--- src/rtl/hf_mode_sequencer_pkg.sv ---
// Shared HF FPGA definitions: command opcodes, major-mode encodings and
// the sequencer state type.
package hf_mode_sequencer_pkg;

  localparam logic [3:0] FPGA_CMD_SET_CONFREG  = 4'h1;
  localparam logic [3:0] FPGA_CMD_TRACE_ENABLE = 4'h2;

  typedef enum logic [2:0] {
    MM_READER    = 3'd0,
    MM_SIMULATOR = 3'd1,
    MM_ISO14443A = 3'd2,
    MM_SNIFF     = 3'd3,
    MM_ISO18092  = 3'd4,
    MM_GET_TRACE = 3'd5,
    MM_OFF       = 3'd7
  } major_mode_e;

  typedef enum logic [1:0] {
    ST_IDLE   = 2'd0,
    ST_DRAIN  = 2'd1,
    ST_SETTLE = 2'd2
  } seq_state_e;

endpackage

--- src/rtl/hf_guard_timer.sv ---
// Loadable 8-bit interval counter with a terminal-count flag; times both
// the pre-switch guard and the post-switch settle intervals.
module hf_guard_timer (
  input  logic       clk,
  input  logic       nreset,
  input  logic       clear,
  input  logic       en,
  input  logic [7:0] limit,
  output logic       tc
);

  logic [7:0] count_q;
  logic [7:0] count_d;

  // Clear wins over count so an interval boundary restarts at zero.
  always_comb begin
    count_d = count_q;
    if (clear) begin
      count_d = 8'd0;
    end else if (en && (count_q != limit)) begin
      count_d = count_q + 8'd1;
    end
  end

  always_ff @(posedge clk) begin
    if (!nreset) begin
      count_q <= 8'd0;
    end else begin
      count_q <= count_d;
    end
  end

  assign tc = (count_q == limit);

endmodule

--- src/rtl/hf_mode_sequencer.sv ---
// Applies HF configuration commands; major-mode changes quiesce the coil
// drivers for a guard interval before and a settle interval after the switch.
module hf_mode_sequencer
  import hf_mode_sequencer_pkg::*;
#(
  parameter int unsigned GUARD_CYCLES  = 16,
  parameter int unsigned SETTLE_CYCLES = 8
) (
  input  logic        ck_1356meg,
  input  logic        nreset,
  input  logic        cmd_valid,
  output logic        cmd_ready,
  input  logic [15:0] cmd_word,
  output logic [2:0]  major_mode,
  output logic [3:0]  minor_mode,
  output logic [1:0]  subcarrier_frequency,
  output logic        trace_enable,
  output logic        pwr_quiesce,
  output logic        switch_done
);

  localparam logic [7:0] GUARD_LAST  = 8'(GUARD_CYCLES - 1);
  localparam logic [7:0] SETTLE_LAST = 8'(SETTLE_CYCLES - 1);

  seq_state_e state_q, state_d;
  logic [2:0] major_q, major_d, pend_major_q, pend_major_d;
  logic [3:0] minor_q, minor_d, pend_minor_q, pend_minor_d;
  logic [1:0] sub_q, sub_d, pend_sub_q, pend_sub_d;
  logic       trace_q, trace_d;
  logic       quiesce_q, quiesce_d;
  logic       done_q, done_d;
  logic       ready_q, ready_d;

  logic       transfer;
  logic [3:0] opcode;
  logic       timer_clear, timer_en, timer_tc;
  logic [7:0] timer_limit;
  logic       unused_word_bits;

  assign transfer         = cmd_valid & ready_q;
  assign opcode           = cmd_word[15:12];
  assign unused_word_bits = ^cmd_word[11:9];

  always_comb begin
    state_d      = state_q;
    major_d      = major_q;
    minor_d      = minor_q;
    sub_d        = sub_q;
    trace_d      = trace_q;
    quiesce_d    = quiesce_q;
    ready_d      = ready_q;
    done_d       = 1'b0;
    pend_major_d = pend_major_q;
    pend_minor_d = pend_minor_q;
    pend_sub_d   = pend_sub_q;
    timer_clear  = 1'b0;
    timer_en     = 1'b0;
    timer_limit  = GUARD_LAST;

    unique case (state_q)
      ST_IDLE: begin
        ready_d = 1'b1;
        if (transfer) begin
          case (opcode)
            FPGA_CMD_SET_CONFREG: begin
              if (cmd_word[8:6] == major_q) begin
                minor_d = cmd_word[3:0];
                sub_d   = cmd_word[5:4];
                done_d  = 1'b1;
              end else begin
                pend_major_d = cmd_word[8:6];
                pend_sub_d   = cmd_word[5:4];
                pend_minor_d = cmd_word[3:0];
                quiesce_d    = 1'b1;
                ready_d      = 1'b0;
                timer_clear  = 1'b1;
                state_d      = ST_DRAIN;
              end
            end
            FPGA_CMD_TRACE_ENABLE: begin
              trace_d = cmd_word[0];
              done_d  = 1'b1;
            end
            default: ;
          endcase
        end
      end
      ST_DRAIN: begin
        timer_en    = 1'b1;
        timer_limit = GUARD_LAST;
        if (timer_tc) begin
          major_d     = pend_major_q;
          minor_d     = pend_minor_q;
          sub_d       = pend_sub_q;
          timer_clear = 1'b1;
          state_d     = ST_SETTLE;
        end
      end
      ST_SETTLE: begin
        timer_en    = 1'b1;
        timer_limit = SETTLE_LAST;
        if (timer_tc) begin
          quiesce_d   = 1'b0;
          ready_d     = 1'b1;
          done_d      = 1'b1;
          timer_clear = 1'b1;
          state_d     = ST_IDLE;
        end
      end
      default: state_d = ST_IDLE;
    endcase
  end

  always_ff @(posedge ck_1356meg) begin
    if (!nreset) begin
      state_q      <= ST_IDLE;
      major_q      <= MM_OFF;
      minor_q      <= 4'd0;
      sub_q        <= 2'd0;
      trace_q      <= 1'b0;
      quiesce_q    <= 1'b0;
      done_q       <= 1'b0;
      ready_q      <= 1'b0;
      pend_major_q <= MM_OFF;
      pend_minor_q <= 4'd0;
      pend_sub_q   <= 2'd0;
    end else begin
      state_q      <= state_d;
      major_q      <= major_d;
      minor_q      <= minor_d;
      sub_q        <= sub_d;
      trace_q      <= trace_d;
      quiesce_q    <= quiesce_d;
      done_q       <= done_d;
      ready_q      <= ready_d;
      pend_major_q <= pend_major_d;
      pend_minor_q <= pend_minor_d;
      pend_sub_q   <= pend_sub_d;
    end
  end

  hf_guard_timer u_guard_timer (
    .clk    (ck_1356meg),
    .nreset (nreset),
    .clear  (timer_clear),
    .en     (timer_en),
    .limit  (timer_limit),
    .tc     (timer_tc)
  );

  assign cmd_ready            = ready_q;
  assign major_mode           = major_q;
  assign minor_mode           = minor_q;
  assign subcarrier_frequency = sub_q;
  assign trace_enable         = trace_q;
  assign pwr_quiesce          = quiesce_q;
  assign switch_done          = done_q;

endmodule

--- config.mk ---
export PLATFORM = sky130hd
export DESIGN_NAME = hf_mode_sequencer
export DESIGN_NICKNAME = d
export VERILOG_FILES = /design/src/rtl/hf_mode_sequencer_pkg.sv /design/src/rtl/hf_guard_timer.sv /design/src/rtl/hf_mode_sequencer.sv
export SDC_FILE = /design/constraint.sdc
export NUM_CORES = 1
export LEC_CHECK = 0
export BUFFER_PORTS_ARGS = -buffer_cell sky130_fd_sc_hd__buf_2
export CAP_MARGIN = 30
export CORE_AREA = 2 2 80 82
export CTS_CLUSTER_SIZE = 14
export DETAILED_ROUTE_END_ITERATION = 8
export DIE_AREA = 0 0 82 84
export MAX_ROUTING_LAYER = met4
export PLACE_DENSITY_LB_ADDON = 0.15
export SYNTH_ARGS = -nofsm -noshare
export SYNTH_HDL_FRONTEND = slang
export SYNTH_SLANG_ARGS = --single-unit
--- constraint.sdc ---
create_clock -name ck_1356meg -period 2.8 [get_ports ck_1356meg]
set_clock_uncertainty 0.05 [all_clocks]
set_input_delay 0.28 -clock ck_1356meg [delete_from_list [all_inputs] [get_ports ck_1356meg]]
set_output_delay 0.28 -clock ck_1356meg [all_outputs]
set_load 0.05 [all_outputs]
## Yosys cells after proc, flatten, opt, wreduce, memory -nomap -nowiden

Index checks and enable logic that the tools add are counted.
W data, S select, Z words.

- Add/sub/neg operators: 1
- Eq/ne operators: 13
- Muxes and demuxes: 36
- Bitwise logic cells: 3
- Reduce and logical (&&, ||, !) cells: 13

Operator list:

| operator | number |
|---|---|
| $mux W4 | 5 |
| $mux W2 | 9 |
| $reduce_and A5 Y1 | 3 |
| $mux W1 | 14 |
| $ne A2 B2 Y1 const B | 5 |
| $pmux W1 S2 | 5 |
| $add A8 B1 Y8 const B | 1 |
| $eq A8 B4 Y1 | 1 |
| $ne A8 B4 Y1 | 1 |
| $pmux W4 S2 | 1 |
| $pmux W2 S3 | 1 |
| $eq A4 B1 Y1 const B | 1 |
| $eq A4 B2 Y1 const B | 1 |
| $pmux W2 S2 | 1 |
| $reduce_and A2 Y1 | 2 |
| $reduce_and A4 Y1 | 1 |
| $reduce_bool A2 Y1 | 2 |
| $reduce_or A2 Y1 | 2 |
| $eq A3 B3 Y1 | 1 |
| $reduce_and A3 Y1 | 1 |
| $eq A2 B1 Y1 const B | 1 |
| $eq A2 B2 Y1 const B | 1 |
| $logic_not A2 Y1 | 1 |
| $ne A2 B1 Y1 const B | 1 |
| other kinds (3) | 4 |

- Bits in registers: 32
- Input port bits: 19
- Output and inout bits: 13
- Word-level logic and storage cells: 78

## Logic depth before layout (Yosys ltp)

Gate-level depths: netlist of the first run.

- Word-level depth: 6
- Mapped depth: 8
- Depth with buffers taken out: 6

## Cells and area by module

Synthesis of the first run repeated with hierarchy kept, for this count alone.

- Cells, all modules: 200
- Area, all modules: 1722.9 um^2

By module, submodules not included:

| module | instances | cells an instance | area each (um^2) | sequential area each (um^2) |
|---|---|---|---|---|
| hf_mode_sequencer | 1 | 146 | 1237.4 | 480.5 |
| hf_guard_timer | 1 | 54 | 485.5 | 160.2 |

## Worst setup path after synthesis of the first run

OpenSTA, ideal clock, no wires.

- Kind: register to register
- Start: reg major_q[2] (netlist: major_mode[2])
- End: reg quiesce_q (netlist: pwr_quiesce)
- Setup time: 0.122 ns
- Data arrival time: 1.735 ns
- Data required time: 2.628 ns
- Setup slack: 0.893 ns
- Stages on the path, launching flop included: 6
- Buffers on the path: 1
- Clock period less this slack: 1.907 ns
- Cell sequence: dfxtp_1 > xor2_1 > o311ai_0 > buf_2 > nor4_1 > a311o_1

- Word-level cells in the longest chain between the ends: 3

Ends and longest elaborated chain:

| item | RTL line | text |
|---|---|---|
| from (decl) | hf_mode_sequencer.sv:26 | `logic [2:0] major_q, major_d, pend_major_q, pend_major_d;` |
| from (signal assigned) | hf_mode_sequencer.sv:129 | `major_q <= major_d;` |
| $eq A3 B3 Y1 | hf_mode_sequencer.sv:66 | `if (cmd_word[8:6] == major_q) begin` |
| $ne A2 B2 Y1 (no source line) | -- |  |
| $reduce_and A5 Y1 (no source line) | -- |  |
| to (signal assigned) | hf_mode_sequencer.sv:133 | `quiesce_q <= quiesce_d;` |
| to (decl) | hf_mode_sequencer.sv:30 | `logic quiesce_q, quiesce_d;` |

No other way between the ends.
A chain may end at the register's enable or synchronous reset.

## Final worst setup path of the first run

- Start: reg state_q[1]
- End: reg sub_q[1] (netlist: subcarrier_frequency[1])

- Word-level cells in the longest chain between the ends: 5
- Elaborated cells on any way between the ends: 12
- Those cells by class: eq/ne: 7; mux: 2; reduce/logical: 3

Ends and longest elaborated chain:

| item | RTL line | text |
|---|---|---|
| from (decl) | hf_mode_sequencer.sv:25 | `seq_state_e state_q, state_d;` |
| from (signal assigned) | hf_mode_sequencer.sv:128 | `state_q <= state_d;` |
| $eq A2 B2 Y1 | hf_mode_sequencer.sv:60 | `unique case (state_q)` |
| $mux W4 | hf_mode_sequencer.sv:60 |  |
| $eq A8 B4 Y1 | hf_guard_timer.sv:33 | `assign tc = (count_q == limit);` |
| $ne A2 B2 Y1 (no source line) | -- |  |
| $reduce_and A5 Y1 (no source line) | -- |  |
| to (signal assigned) | hf_mode_sequencer.sv:131 | `sub_q <= sub_d;` |
| to (decl) | hf_mode_sequencer.sv:28 | `logic [1:0] sub_q, sub_d, pend_sub_q, pend_sub_d;` |

Parallel ways exist; a longest one is shown, timed or not.

==> results of run 1 <==
==> final cells by class <==
class                      count  area, um^2
clock buffer                   8        90.1
fill                         663        4050
inverter                       6        22.5
multi-input combinational    150        1000
sequential                    32         641
tap                           77        96.3
timing repair buffer          35         193
==> state kept, by name, summed over array words and instances (netlist names) <==
register               count
switch_done                1
subcarrier_frequency       2
minor_mode                 4
trace_enable               1
major_mode                 3
pwr_quiesce                1
u_guard_timer.count_q      8
pend_sub_q                 2
pend_minor_q               4
pend_major_q               3
state_q                    2
cmd_ready                  1
==> critical path, cell delays in order, from the launching register on <==
cell      delay [ns]
dfxtp_1         0.43
inv_1           0.09
ha_1            0.34
buf_4           0.23
nor2b_1         0.41
a211o_1         0.29
a211oi_1        0.10
==> cell families after synthesis <==
| group | Yosys count | synth area share |
|---|---|---|
| buffers and inverters | 22 | 0.0534 |
| flip-flops | 32 | 0.370 |
| AO/OA/AOI/OAI | 54 | 0.212 |
| AND/OR/NAND/NOR | 79 | 0.266 |
| XOR/XNOR | 9 | 0.0455 |
| adder cells (fa/ha/maj) | 5 | 0.0361 |
| multiplexers | 3 | 0.0173 |
==> worst paths after layout <==
path                                startpoint                                    to  cells past startpoint
hold / removal                     cmd_word[2]          pend_minor_q[2]$_SDFFE_PN0P_                      3
setup / recovery       state_q[1]$_SDFFE_PN0P_  subcarrier_frequency[1]$_SDFFE_PN0P_                      6
setup reg to reg       state_q[1]$_SDFFE_PN0P_  subcarrier_frequency[1]$_SDFFE_PN0P_                      6
hold reg to reg   pend_minor_q[2]$_SDFFE_PN0P_          pend_minor_q[2]$_SDFFE_PN0P_                      2
==> stage by stage <==
step | utilization | instances
after detailed placement | 0.320 | 300
after global placement | 0.320 | 300
after floorplan | - | 204
final | 0.335 | 308
after CTS | 0.335 | 308
after global routing | 0.335 | 308
==> power groups by stage <==
stage / sequential, mW / combinational [mW] / clock [mW]
3_5_place_dp: 0.476 / 0.0762 / 0
2_1_floorplan: 0.491 / 0.0331 / 0
3_3_place_gp: 0.475 / 0.0762 / 0
5_1_grt: 0.466 / 0.0825 / 0.407
4_1_cts: 0.465 / 0.0764 / 0.392
6_report: 0.465 / 0.0759 / 0.377
==> per-layer routing <==
metal | global-route usage | vias up
met5 | - | -
met4 | 0.0545 | 0
met3 | 0.0325 | 6
met2 | 0.194 | 37
met1 | 0.197 | 745
li1 | - | 806
==> cells in the final DEF (no fill, tap or decap), types with 2 or more instances in the layout <==
cell	n
xnor2_1	2
a211oi_1	12
nor2b_1	6
nor2_1	8
xor2_1	7
a21oi_1	9
o21ai_0	11
mux2i_1	3
buf_4	7
nor3b_1	6
a31oi_1	5
dfxtp_1	32
nand3_1	21
buf_2	28
inv_1	5
nand4_1	5
nand2_1	14
and3_1	3
ha_1	5
clkbuf_1	2
nand3b_1	7
o221ai_1	6
clkbuf_8	6
==> synth_stat cells, drive strengths merged <==
cell type and n:
xor2 7, a311oi 1, nand3b 7, o311a 1, nor4b 2, nor3b 6
a211oi 12, nor2b 6, o311ai 1, and4bb 1, nand2 15, nand2b 1
o21a 1, dfxtp 32, buf 4, a41oi 1, ha 5, clkinv 1
nand3 21, o221ai 6, a211o 1, o21ai 12, and3 3, o32ai 1
xnor2 2, a221oi 1, o211ai 1, inv 5, or3 1, nor2 8
and2 1, nand4 5, a311o 1, nor4 1, mux2i 3, a31oi 5
a21oi 9, clkbuf 12, or2 1
==> reports/results.txt, run 1 <==
The top-area cell type share of the netlist area is 0.370. The transition time at the pin with the least slew margin is 0.765 ns, and the standard cell area after detailed placement is 1950 um^2. Setup slack on the worst reg-to-reg path comes out at 0.73 ns. The average vias per placed instance came out at 5.18. Post-synthesis cell count: 204. TritonCTS built the clock tree.

The path class of the tightest hold or removal check is in2reg. Summed over all cells, the static leakage comes to 0.754 nW. Buffers placed on the I/O ports in this run total 28. After routing the design area is 2040 um^2.

The core region is 6100 um^2. The internal power of the cells was 687 uW; the total clock sinks was 32. The tools report the final layout net count as 254.

The number of clock buffers added by TritonCTS is 5. The die covers 6890 um^2. The detailed route wirelength on metal2 is 1.97 mm, and the fraction of final layout cells sized beyond drive strength 1 is 0.199. Across the VDD grid, the largest voltage drop is 0.185 mV.

The number of search-and-repair iterations in the first detailed-routing pass was 4; the number of global-route vias before repair was 1420. Max-cap violations in this run came to 0. In this run the power spent charging and discharging nets is 231 uW.

The logs give 0.141 for the total global-route track usage and 0.083 for the combinational fraction of design power. The number of buffers inserted for hold repair after clock tree synthesis is 0, and the count of different cell masters after synthesis is 43. The tools report the netlist area before placement as 1730 um^2. For the achievable clock frequency, the log shows 482 MHz. For the initial core utilization, the log shows 0.284. The count of warnings emitted by yosys is 0, and the height of the die is 84 um. The library cell with the largest summed area after synthesis is dfxtp_1. The sequential fraction of the synthesis area was 0.370; the routed length on met3 was 209 um.

The wire-length estimate of the detail-placed layout is 3.11 mm. After detailed routing, the average wire length per cell comes to 14.6 um. The congestion estimate from routability-driven global placement came to 0.728.

The first global-routing pass estimated 7.20 mm of wire. The tools report the post-placement setup slack as 0.754 ns. After global routing the overflow that remains totals 0. The initial antenna violation count came out at 0.

The number of violations reported at the end of detailed-routing iteration 0 is 63, and the area added between synthesis and finish is 17.8%. The clock transition at the registers of the reported paths came out at 0.07 ns. The worst setup path is captured at a flop. The met1 routed wirelength after detailed routing is 2.24 mm, and the total length of routed wires is 4.49 mm. Power comes to 918 uW. The run finished with clean final reports. Clock tree buffer depth: 2.

Post-CTS repair changed the size of 0 cells. The cell row count was 29; the synthesized net count was 228. The time the final worst path needs with I/O delays and setup is 2.07 ns, and the number of pins exceeding their max-slew limit in the final report is 0. The tools report the number of H-tree levels as 2. The fraction of power spent switching nets was 0.251; the final period utilization was 0.741.

On the final layout, the worst hold slack is 0.195 ns. Data on the critical path arrives at its endpoint at 2.19 ns. Share of power burned in registers: 0.507.

Sorting the synthesized cells by area gives the leading types as dfxtp_1, nand3_1, a211oi_1. Pin placement for this block handled 32 I/O pins. Setup violations remaining at the end of the flow were counted as 0. The average size of a mapped cell came out at 8.49 um^2. Clock latency on the worst-skew pair, taken at its later pin, is 0.29 ns. For the worst setup path, the data required time is 2.92 ns.

The detailed router used layers up to and including met4. Critical path class: reg2reg. The maximum net fanout on the critical path is 11, and the worst-case headroom to the max-slew limit is 0.488.

The cell sitting at the root of the clock tree is a clkbuf_8. Adding up every negative setup slack in the final design gives 0 ns. The tools report the maximum number of pins on one net before global-route repair as 25. The startpoint kind of the worst setup timing path is a flop.

The logs give 0 for the antenna diode count and 0 for the number of DRC violations after detailed routing. Floorplan die width: 82 um. The final worst slack is 0.726 ns, and the number of antenna-violating nets in the routed design is 0. The number of storage elements in the synthesis netlist is 32, and the power per cell area is 450 nW/um^2. The total number of vias was 1594; the part of the total power dissipated in the clock network was 0.410.

Setup repair after global routing left no endpoint under its margin. The tools report the number of hold violations in the final report as 0. For the setup fix buffers added after clock tree synthesis, the log shows 0.
Power figures use the tool's default switching activity.
==> inputs of run 2 (changes only) <==
==> constraint.sdc (replaced) <==
create_clock -name ck_1356meg -period 1.85 [get_ports ck_1356meg]
set_clock_uncertainty 0.05 [all_clocks]
set_input_delay 0.185 -clock ck_1356meg [delete_from_list [all_inputs] [get_ports ck_1356meg]]
set_output_delay 0.185 -clock ck_1356meg [all_outputs]
set_load 0.05 [all_outputs]
==> reports/results.txt, run 2 (synthesis gave the netlist of run 1 again) <==
The flow ran to the end, and the final reports show no timing, DRC or antenna violations. The run gives 0.741 as the worst-case headroom to the max-slew limit. Once layout is done, the placed cells without fillers occupy 2190 um^2. For the overall overflow remaining after global route, the log shows 0.

Counting stages on the worst path, the most repeated cell is buf_4. After detailed routing, the number of remaining DRC violations is 0. The clock tree buffer depth came out at 2. The total global-route track usage is 0.149.

Summed over all nets, the half-perimeter wirelength after detailed placement is 3.41 mm. Along the worst hold path, the cell count comes to 3. The area added between synthesis and finish works out to 26.4%. The critical path in this run is classified as reg2reg. The startpoint identified for the worst hold timing path is cmd_word[8]. For the final worst slack, the log shows 0.161 ns. Across the run, the number of max-cap violations was 0. In the routed layout, each cell is associated on average with a via count of 5.02. The count of nets left with antenna violations once routing finished came out at 0. The tools report the total clock sinks as 32. The tightest hold path in the finished design has a slack of 0.110 ns.

The floorplan step set the die height to 84 um. Setup repair after global routing left no endpoint under its margin. For hold timing, the worst endpoint is pend_major_q[2]$_SDFFE_PN1P_. In this run the horizontal extent of the chip is 82 um. The tightest min-delay check is of the in2reg type.

The logs give 0 ns for the sum of negative setup slack and 0.275 mV for the worst supply voltage drop on vdd. In the final routed layout, each cell accounts on average for 14.1 um. The floorplan has 29 rows. Dividing total power by cell area gives a power density of 629 nW/um^2. The first global-routing pass estimated 7.76 mm of wire.

For this run, the top clock speed supported by timing is 592 MHz. The run gives 676 as the filler cell count in the final layout. For the pin with the worst max-slew slack, the measured transition is 0.389 ns. For this run, the slowest stage of the critical path takes 0.35 ns. Entering global routing, the biggest net connects 26 pins. Largest register by flop count: u_guard_timer.count_q. The fraction of final layout cells sized beyond drive strength 1 works out to 0.279. The first detailed-routing pass ran for 4 iterations. The later pin in the worst-skew pair is clocked with a latency of 0.28 ns. The count of buffers from port buffering is 28. Commonest non-fill, non-tap cell in the layout: buf_2. In this run, the number of DRC markers left after iteration 0 of detailed routing was 68. After clock tree synthesis, the clock-pin slew on the worst setup and hold paths is 0.07 ns. Across the whole layout, storage elements account for 647 um^2. In this run the critical register-to-register path is captured at minor_mode[1]$_SDFFE_PN0P_. The die covers 6890 um^2. The placed instances occupy a cell area of 2080 um^2. For the total of endpoints with negative setup slack in the final report, the log shows 0. The required time at the worst-slack endpoint is 2.00 ns. The number of antenna diodes in the final layout is 0.

The startpoint kind of the worst setup timing path is a flop. The count of buffering cells on the critical path with inverters included works out to 3. The number of hold violations in the final report came out at 0. CTS built an H-tree with a depth of 2. Summed over all layers, the routed wires come to 4.58 mm. Walking the worst path, the cells encountered are inv_1 -> ha_1 -> xor2_1 -> buf_4 -> buf_4 -> nand3b_1 -> o221ai_1 -> a211oi_1.

The worst register-to-register path has a setup slack of 0.16 ns. For the area taken by multi-input logic gates, the log shows 1010 um^2. STA classifies the critical path endpoint as a flop. The family with the most delay on the worst path was buffers and inverters. The largest individual stage delay along the critical path comes from the cell dfxtp_2.

For this design the top-level I/O count stands at 32. The register with the most flip-flops in the layout has 8 of them. The number of pins exceeding their max-slew limit in the final report was 0; the final layout net count was 270. The cell depth of the worst flop-to-flop path was 8. Subtracting the final worst setup slack from the clock period gives 1.69 ns.

For the worst setup path, the data arrival time is 1.84 ns. The core utilization of the finished layout was 0.359. The maximum net fanout on the critical path came out at 7. Leaving out fill and tap cells, the most frequent cells in the layout are buf_2, dfxtp_1, buf_4, nand3_1, nand2_1. The final period utilization works out to 0.913. The tools report the leakage power figure as 0.837 nW.

For the initial antenna violation count, the log shows 0. The root buffer cell chosen for the clock tree is clkbuf_8. The core region is 6100 um^2.

TritonCTS built the clock tree. For this block, the via count after detailed routing is 1626. Worst reg2reg path startpoint: state_q[0]$_SDFFE_PN0P_. The placer's final routability congestion estimate was 0.769; the initial core utilization was 0.284. Prior to clock tree synthesis, the placed netlist has a worst setup slack of 0.0325 ns. TritonCTS created 5 clock buffers.

For the number of global-route vias before repair, the log shows 1582.
-- run 2: changes by cell type in the layout (fill, tap and decap cells not counted), sizes merged --
cell  previous run  this run
buf             35        51
-- run 2: area by class of cell --
| class | count | area share |
|---|---|---|
| multi-input cells | 150 | 0.461 |
| flip-flops and latches | 32 | 0.295 |
| repair buffers | 51 | 0.149 |
| well taps | 77 | 0.0440 |
| clock buffers | 8 | 0.0411 |
| inverters | 6 | 0.0103 |
-- run 2: worst max-delay path by stage --
| stage | start | endpoint | slack [ns] | cells past startpoint |
|---|---|---|---|---|
| after floorplan | u_guard_timer.count_q[0]$_SDFFE_PP0P_ | pwr_quiesce$_SDFFE_PN0P_ | 0.10 | 7 |
| after global placement | state_q[0]$_SDFFE_PN0P_ | u_guard_timer.count_q[0]$_SDFFE_PP0P_ | 0.06 | 7 |
| after detailed placement | state_q[0]$_SDFFE_PN0P_ | u_guard_timer.count_q[0]$_SDFFE_PP0P_ | 0.03 | 7 |
| after CTS | state_q[0]$_SDFFE_PN0P_ | u_guard_timer.count_q[0]$_SDFFE_PP0P_ | 0.01 | 7 |
| after global routing | major_mode[2]$_SDFFE_PN1P_ | pend_minor_q[1]$_SDFFE_PN0P_ | 0.02 | 5 |
| final | state_q[0]$_SDFFE_PN0P_ | minor_mode[1]$_SDFFE_PN0P_ | 0.16 | 8 |
-- run 2: where the power goes --
| part | switching [mW] | total, mW | leakage [nW] | internal (mW) |
|---|---|---|---|---|
| sequential | 0.00572 | 0.704 | 0.258 | 0.698 |
| combinational | 0.0772 | 0.121 | 0.534 | 0.0436 |
| clock | 0.250 | 0.553 | 0.0455 | 0.303 |
-- run 2: what timing repair did --
item,CTS,global route
hold buffers,0,0
gates resized for setup,0,4
buffers inserted,0,1
endpoints found under the hold margin,0,0
endpoints found under the setup margin,0,18
-- run 2: stage by stage --
step                power (mW)  cells
floorplan                0.793    204
global placement         0.841    315
finish                    1.38    324
CTS                       1.40    323
detailed placement       0.841    315
global route              1.44    324
-- run 2: per-layer routing --
metal,vias up,share of wire,track usage
li1,841,-,-
met1,748,0.49,0.208
met2,32,0.46,0.210
met3,5,0.038,0.0346
met4,0,0.011,0.0530
met5,-,0,-
-- run 2: tightest hold or removal path, cell delays in order --
cell,delay (ns)
buf_2,0.09
nand3_1,0.06
nand3_1,0.07
